### src/rtl/mem_port_arbiter.sv
// Arbitrates the shared single-port memory bus between instruction fetch and the load/store path.
// Each access runs over a req/ack bus; loads are extended and stores are lane-replicated here.
module mem_port_arbiter #(
    parameter int unsigned TIMEOUT_CYCLES = 16,
    parameter logic [31:0] NOP_INS        = 32'h0000_0013
) (
    input  logic        clk,
    input  logic        rst,
    input  logic        if2arb_req_i,
    input  logic [31:0] if2arb_addr_i,
    output logic        arb2if_ack_o,
    output logic [31:0] arb2if_ins_o,
    input  logic        exmem2arb_req_i,
    input  logic        exmem2arb_we_i,
    input  logic [31:0] exmem2arb_addr_i,
    input  logic [31:0] exmem2arb_wdata_i,
    input  logic [2:0]  exmem2arb_funct3_i,
    output logic        arb2exmem_ack_o,
    output logic [31:0] arb2exmem_rdata_o,
    output logic        arb2bus_req_o,
    output logic        arb2bus_we_o,
    output logic [31:0] arb2bus_addr_o,
    output logic [31:0] arb2bus_wdata_o,
    output logic [3:0]  arb2bus_be_o,
    input  logic        bus2arb_ack_i,
    input  logic [31:0] bus2arb_rdata_i,
    output logic        arb2cu_stall_o,
    output logic        arb2cu_err_o
);
    localparam int unsigned CntW = $clog2(TIMEOUT_CYCLES + 1);

    typedef enum logic [1:0] {StIdle, StIfBusy, StMemBusy, StDone} state_e;

    state_e           state_q, state_d;
    logic             last_grant_q;  // 1 = data path was granted last
    logic             sel_data_q;
    logic [CntW-1:0]  cnt_q;
    logic [2:0]       funct3_q;
    logic [1:0]       addr_lo_q;
    logic [31:0]      data_q;
    logic             err_q;
    logic             bus_req_q, bus_we_q;
    logic [31:0]      bus_addr_q, bus_wdata_q;
    logic [3:0]       bus_be_q;

    logic        data_wins, misaligned, timeout, is_half, is_word;
    logic [31:0] st_wdata;
    logic [3:0]  st_be;
    logic [1:0]  d_lo;
    logic        unused_if_lo;

    assign unused_if_lo = ^if2arb_addr_i[1:0];
    assign d_lo = exmem2arb_addr_i[1:0];

    function automatic logic [31:0] fmt_load(input logic [2:0] f3, input logic [1:0] a,
                                             input logic [31:0] d);
        logic [31:0] sh;
        logic [15:0] h;
        sh = d >> {a, 3'b000};
        h  = a[1] ? d[31:16] : d[15:0];
        case (f3)
            3'b000:  return {{24{sh[7]}}, sh[7:0]};
            3'b100:  return {24'b0, sh[7:0]};
            3'b001:  return {{16{h[15]}}, h};
            3'b101:  return {16'b0, h};
            default: return d;
        endcase
    endfunction

    // Load size decode treats bit 2 as the unsigned flag; stores only know SB/SH/SW.
    always_comb begin
        if (exmem2arb_we_i) begin
            is_half = (exmem2arb_funct3_i == 3'b001);
            is_word = (exmem2arb_funct3_i != 3'b000) && !is_half;
        end else begin
            is_half = (exmem2arb_funct3_i[1:0] == 2'b01);
            is_word = (exmem2arb_funct3_i[1:0] != 2'b00) && !is_half;
        end
        misaligned = (is_half && d_lo[0]) || (is_word && (d_lo != 2'b00));
        if (!exmem2arb_we_i) begin
            st_wdata = 32'b0;
            st_be    = 4'b1111;
        end else if (is_word) begin
            st_wdata = exmem2arb_wdata_i;
            st_be    = 4'b1111;
        end else if (is_half) begin
            st_wdata = {2{exmem2arb_wdata_i[15:0]}};
            st_be    = 4'b0011 << d_lo;
        end else begin
            st_wdata = {4{exmem2arb_wdata_i[7:0]}};
            st_be    = 4'b0001 << d_lo;
        end
    end

    assign data_wins = exmem2arb_req_i && (!if2arb_req_i || !last_grant_q);
    assign timeout   = !bus2arb_ack_i && (cnt_q == CntW'(TIMEOUT_CYCLES - 1));

    always_comb begin
        state_d = state_q;
        unique case (state_q)
            StIdle: begin
                if (data_wins)          state_d = misaligned ? StDone : StMemBusy;
                else if (if2arb_req_i)  state_d = StIfBusy;
            end
            StIfBusy, StMemBusy: begin
                if (bus2arb_ack_i || timeout) state_d = StDone;
            end
            default: state_d = StIdle;
        endcase
    end

    always_ff @(posedge clk) begin
        if (rst) begin
            state_q      <= StIdle;
            last_grant_q <= 1'b0;
            sel_data_q   <= 1'b0;
            cnt_q        <= '0;
            funct3_q     <= 3'b0;
            addr_lo_q    <= 2'b0;
            data_q       <= 32'b0;
            err_q        <= 1'b0;
            bus_req_q    <= 1'b0;
            bus_we_q     <= 1'b0;
            bus_addr_q   <= 32'b0;
            bus_wdata_q  <= 32'b0;
            bus_be_q     <= 4'b0;
        end else begin
            state_q <= state_d;
            unique case (state_q)
                StIdle: begin
                    if (data_wins) begin
                        sel_data_q   <= 1'b1;
                        last_grant_q <= 1'b1;
                        funct3_q     <= exmem2arb_funct3_i;
                        addr_lo_q    <= d_lo;
                        bus_we_q     <= exmem2arb_we_i;
                        bus_addr_q   <= {exmem2arb_addr_i[31:2], 2'b00};
                        bus_wdata_q  <= st_wdata;
                        bus_be_q     <= st_be;
                        bus_req_q    <= !misaligned;
                        err_q        <= misaligned;
                        data_q       <= 32'b0;
                    end else if (if2arb_req_i) begin
                        sel_data_q   <= 1'b0;
                        last_grant_q <= 1'b0;
                        bus_we_q     <= 1'b0;
                        bus_addr_q   <= {if2arb_addr_i[31:2], 2'b00};
                        bus_wdata_q  <= 32'b0;
                        bus_be_q     <= 4'b1111;
                        bus_req_q    <= 1'b1;
                        err_q        <= 1'b0;
                    end
                end
                StIfBusy, StMemBusy: begin
                    if (bus2arb_ack_i) begin
                        bus_req_q <= 1'b0;
                        cnt_q     <= '0;
                        if (!sel_data_q)    data_q <= bus2arb_rdata_i;
                        else if (bus_we_q)  data_q <= 32'b0;
                        else                data_q <= fmt_load(funct3_q, addr_lo_q, bus2arb_rdata_i);
                    end else if (timeout) begin
                        bus_req_q <= 1'b0;
                        cnt_q     <= '0;
                        err_q     <= 1'b1;
                        data_q    <= sel_data_q ? 32'b0 : NOP_INS;
                    end else begin
                        cnt_q <= cnt_q + CntW'(1);
                    end
                end
                default: begin
                    cnt_q <= '0;
                    err_q <= 1'b0;
                end
            endcase
        end
    end

    assign arb2if_ack_o      = (state_q == StDone) && !sel_data_q;
    assign arb2exmem_ack_o   = (state_q == StDone) && sel_data_q;
    assign arb2if_ins_o      = arb2if_ack_o ? data_q : 32'b0;
    assign arb2exmem_rdata_o = arb2exmem_ack_o ? data_q : 32'b0;
    assign arb2cu_err_o      = (state_q == StDone) && err_q;
    assign arb2bus_req_o     = bus_req_q;
    assign arb2bus_we_o      = bus_we_q;
    assign arb2bus_addr_o    = bus_addr_q;
    assign arb2bus_wdata_o   = bus_wdata_q;
    assign arb2bus_be_o      = bus_be_q;
    assign arb2cu_stall_o    = (if2arb_req_i && !arb2if_ack_o) ||
                               (exmem2arb_req_i && !arb2exmem_ack_o);
endmodule
### config.mk
export PLATFORM = sky130hd
export DESIGN_NAME = mem_port_arbiter
export DESIGN_NICKNAME = d
export VERILOG_FILES = /design/src/rtl/mem_port_arbiter.sv
export SDC_FILE = /design/constraint.sdc
export NUM_CORES = 1
export LEC_CHECK = 0
export ABC_AREA = 1
export CORE_MARGIN = 2
export CORE_UTILIZATION = 30
export CTS_CLUSTER_DIAMETER = 30
export CTS_CLUSTER_SIZE = 16
export DETAILED_ROUTE_END_ITERATION = 8
export SLEW_MARGIN = 20
export SYNTH_ARGS = -nofsm -noshare
export SYNTH_HDL_FRONTEND = slang
export SYNTH_SLANG_ARGS = --single-unit
export TNS_END_PERCENT = 10
### constraint.sdc
create_clock -name clk -period 2.3 [get_ports clk]
set_clock_uncertainty 0.1 [all_clocks]
set_input_delay 0.46 -clock clk [delete_from_list [all_inputs] [get_ports clk]]
set_output_delay 0.46 -clock clk [all_outputs]
set_load 0.05 [all_outputs]
-- Word-level counts from Yosys, hierarchy flattened
Cells that the tools add are included.
W data, S select, Z words.
- muxes and demuxes: 45
- $add $sub $neg: 1
- eq/ne operators: 15
- reductions and logical operators: 37
- shift operators: 3
- operators by type and width (cell ; count):
    $mux W32 ; 14
    $pmux W32 S4 ; 1
    $pmux W32 S2 ; 1
    $shr A32 B5 Y8 ; 1
    $mux W4 ; 5
    $mux W16 ; 1
    $mux W5 ; 3
    $mux W1 ; 13
    $logic_and A1 B1 Y1 ; 11
    $pmux W5 S2 ; 1
    $reduce_and A3 Y1 ; 3
    $logic_not A1 Y1 ; 8
    $ne A2 B2 Y1 const B ; 4
    $reduce_bool A2 Y1 ; 4
    $eq A3 B1 Y1 const B ; 2
    $eq A3 B3 Y1 const B ; 2
    $mux W2 ; 3
    $ne A3 B3 Y1 const B ; 2
    $reduce_and A2 Y1 ; 3
    $add A5 B1 Y5 const B ; 1
    $eq A5 B4 Y1 const B ; 1
    $eq A2 B1 Y1 const B ; 2
    $eq A2 B2 Y1 const B ; 2
    $logic_or A1 B1 Y1 ; 4
    8 further kinds ; 9
- output and inout port bits: 138
- register bits: 116
- word-level logic and storage cells: 113
- input port bits: 137

-- Logic depth before layout (Yosys ltp)
Gate-level depths: netlist of run 1.
- depth in word-level cells: 9
- gate-level depth with buffers: 12
- mapped depth without buffers: 11

-- Worst setup path before layout of run 1
No wires, ideal clock.
- kind: register -> output
- start: register state_q[0]
- end: output arb2cu_stall_o
- path buffers: 0
- arrival time: 1.768 ns
- data required time: 1.740 ns
- setup slack: -0.028 ns
- stages on the path, launching flop included: 5
- cells stage by stage: dfxtp_1 -> ha_1 -> nand2_1 -> inv_1 -> o22ai_1
- word-level cells in the longest chain between the ends: 5
- elaborated cells on any way between the ends: 8
- those cells by class: eq/ne: 1; reduce/logical: 7
- ends and longest elaborated chain (element ; line ; text):
    from (decl) ; 34 ; state_e state_q, state_d;
    from (signal assigned) ; 114 ; state_q <= StIdle;
    from (signal assigned) ; 128 ; state_q <= state_d;
    $eq A2 B2 Y1 ; 179 ; assign arb2exmem_ack_o = (state_q == StDone) && sel_data_q;
    $logic_and A1 B1 Y1 ; 179 ;
    named net arb2exmem_ack_o ; 18 ; output logic arb2exmem_ack_o,
    $logic_not A1 Y1 ; 189 ; (exmem2arb_req_i && !arb2exmem_ack_o);
    $logic_and A1 B1 Y1 ; 189 ;
    $logic_or A1 B1 Y1 ; 188 ; assign arb2cu_stall_o = (if2arb_req_i && !arb2if_ack_o) ||
    to (decl) ; 27 ; output logic arb2cu_stall_o,
The timed path passes the listed nets, and every way through them passes these cells.

-- Worst setup path after layout of run 1
- start: register sel_data_q
- end: output arb2exmem_rdata_o[12]
- word-level cells in the longest chain between the ends: 2
- ends and longest elaborated chain (element ; line ; text):
    from (decl) ; 36 ; logic sel_data_q;
    from (signal assigned) ; 116 ; sel_data_q <= 1'b0;
    from (signal assigned) ; 132 ; sel_data_q <= 1'b1;
    from (signal assigned) ; 144 ; sel_data_q <= 1'b0;
    $logic_and A1 B1 Y1 ; 179 ;
    $mux W32 ; 181 ; assign arb2exmem_rdata_o = arb2exmem_ack_o ? data_q : 32'b0;
    to (decl) ; 19 ; output logic [31:0] arb2exmem_rdata_o,
Every way passes these cells.

==> results.py, run 1 <==
metrics = {
    "grt": {
        "grt_pass1_wl_um": 34310,
        "grt_use_met1_pct": 24.04,
        "use_met3_pct": 7.500,
        "antenna_found_initial": 0,
        "grt_usage_pct": 19.84,
        "grt_max_degree": 68,
        "grt_pass1_vias": 6775,
        "grt.overflow.total": 0,
        "gr-usage-met2_pct": 33.33,
        "top_usage_layer": "met2",
    },
    "detailed_routing": {
        "dr.pass1.iters": 5,
        "drt_iter0_drc": 364,
        "drcViolationCount": 0,
        "via_per_inst": 4.602,
        "wl_per_cell_um": 14.25,
        "ant_nets": 0,
        "vias": 6903,
        "totalWireLength_um": 21380,
    },
    "layout": {
        "final_nets": 1358,
        "fin_cells": 1500,
        "antenna_cells": 0,
        "post-route-util_pct": 49.66,
        "drive_gt1_share_pct": 14.15,
        "area_delta_synth_final_pct": 63.73,
        "nFillCells": 2067,
    },
    "sta": {
        "fin_crit_ps": 2211,
        "setup_violations": 0,
        "timing.fmax_mhz": 452.3,
        "period_share_pct": 96.12,
        "hold_viol_final": 0,
        "slew_headroom_pct": 44.35,
        "worst_slew_pin_slew_ps": 834.7,
        "slew_viol_final": 0,
        "rsz0062_at_grt": "true",
    },
    "clock_tree": {
        "hold_buffers": 0,
        "cts_tree": "built",
        "cts_buffers": 17,
        "clock_path_buffers": 2,
        "clock_sinks": 114,
        "postCtsSetupBuffers": 0,
        "clk_pin_slew_ps": 50,
        "htree_levels": 4,
        "clock_latency_ps": 410,
        "cts-root-buf": "clkbuf_16",
    },
    "min_path": {
        "hp-class": "flop to flop",
        "holdPathStages": 2,
    },
    "floorplanning": {
        "num_io_pins": 275,
        "die-area_sq_um": 21420,
        "design.core.area_sq_um": 20040,
        "start_util_pct": 30.33,
        "fp.dieW_um": 146.3,
        "die_h_um": 146.3,
        "rows": 52,
    },
    "logic_synthesis": {
        "yosys.area.top_type": "dfxtp_1",
        "seq_area_frac_synth_pct": 37.55,
        "synth_most_common_cell": "nand2_1",
        "synth_cell_types": 34,
        "yosysTopAreaCellShare_pct": 37.55,
        "async_reset_ff_share_pct": 0,
        "synth_common_cells": "253 x nand2_1, 159 x nor2_1, 114 x dfxtp_1",
        "avgSynthCellArea_sq_um": 6.318,
        "syn_inst": 962,
        "synth_ff_type": "dfxtp_1",
        "synth_edf_count": 0,
        "synth_warnings": 0,
        "synth_area_leaders": "dfxtp_1 38%, nand2_1 16%, nor2_1 9.8%",
        "synth-seq-cells": 114,
        "synth_area_sq_um": 6078,
    },
    "pwr": {
        "max-vdd-ir-drop_mv": 0.6828,
        "power_density_nw_per_um2": 982.0,
        "p_leak_nw": 3.969,
    },
    "outcome": {
        "status": "complete, no violations",
    },
    "placement": {
        "gp_congestion": 0.8395,
        "io_buffers": 270,
        "place_inst": 1469,
        "dp_hpwl_um": 15460,
    },
    "worst_setup_path": {
        "cp-start-kind": "flop",
        "cp_max_fo": 28,
        "worstSetupPathType": "flop to output pin",
        "required_ps": 1740,
        "cp.arrival_ps": 1650,
        "cp-end-kind": "output pin",
        "r2r_cells": 9,
    },
    "run": {
        "cap_violations": 0,
    },
}
-- per-layer routing --
| layer | vias up | wire (um) | share of wire (%) |
|---|---|---|---|
| met1 | 3097 | 9390 | 44 |
| met4 | 0 | 227 | 1.1 |
| li1 | 3568 | - | - |
| met2 | 219 | 9931 | 46 |
| met3 | 19 | 1827 | 8.5 |
| met5 | - | 0 | 0 |
-- cells in the final DEF (no fill, tap or decap), types with 3 or more instances in the layout --
master and n:
a21oi_1 85, dfxtp_1 113, clkdlybuf4s50_1 200, nand4_1 5, nand2_2 16, buf_12 41, buf_4 55, nor2_1 158
nand3_1 17, clkbuf_16 17, a21oi_2 11, nor3_1 29, inv_1 75, inv_2 7, nand2_1 252, clkinv_2 4
clkinv_4 4, o21ai_0 87, a31oi_1 21, nor2_4 3, clkinvlp_4 4
-- layout make-up --
class / count / area (sq um) / area share (%)
repair buffers: 298 / 3252 / 32.68
inverters: 84 / 315.3 / 3.168
flip-flops and latches: 114 / 2283 / 22.94
multi-input cells: 703 / 3209 / 32.25
clock buffers: 18 / 439.2 / 4.413
clock inverters: 13 / 115.1 / 1.157
well taps: 270 / 337.8 / 3.395
-- per-stage QoR --
step | TNS, ps | power (mW) | area [sq um] | setup WS [ps] | hold slack (ps)
after floorplan | 0 | 5.755 | 6088 | 197.5 | 323.5
after global placement | 0 | 7.299 | 9358 | 64.43 | 337.6
after detailed placement | 0 | 7.312 | 9358 | 10.33 | 347.1
after CTS | -703.0 | 9.851 | 9921 | -48.04 | 358.1
after global routing | -205.0 | 10.43 | 9952 | -36.11 | 378.9
final | 0 | 9.773 | 9952 | 89.21 | 355.4
-- final timing paths --
path / start / endpoint / slack (ps)
hold / removal: cnt_q[4] / cnt_q[4] / 360
setup reg to reg: state_q[1] / arb2bus_wdata_o[25] / 290
hold reg to reg: cnt_q[4] / cnt_q[4] / 360
setup / recovery: sel_data_q / arb2exmem_rdata_o[12] / 90
-- worst max-delay path: stages (launching register included) --
cell and delay (ps):
dfxtp_1 370, buf_12 190, nand2_1 100, buf_6 190, nor2_1 210, buf_12 170
-- state kept, by name (all words and copies together), names as in the netlist, 2 cells and up --
signal           cells
cnt_q                5
arb2bus_be_o         4
data_q              32
addr_lo_q            2
state_q              2
funct3_q             3
arb2bus_addr_o      30
arb2bus_wdata_o     32
-- repair_timing --
item                                    CTS  global route
hold endpoints to repair                  0             0
gates resized for setup                   3             7
pin swaps                                 0             0
endpoints found under the setup margin   56            61
-- logic make-up (layout without fill, tap and decap cells) --
kind of cell,count (synthesis),count (layout),share of synthesized area [%]
AND/OR/NAND/NOR,487,487,32.73
buffers and inverters,146,413,10.37
flip-flops,114,114,37.55
other,1,2,0.06169
adder cells (fa/ha/maj),3,3,0.6176
AO/OA/AOI/OAI,209,209,18.38
XOR/XNOR,2,2,0.2882
-- where the power goes --
group,leakage [nW],switching [mW],internal [mW]
registers,0.933,0.252,2.42
logic,2.77,3.01,1.60
clock network,0.264,0.985,1.50
Power figures use the tool's default switching activity.
==> inputs of run 2 (changes only) <==
- CAP_MARGIN: default -> 25
==> results of run 2 <==
No change in the layout: final DEF, timing and power equal those of run 1.
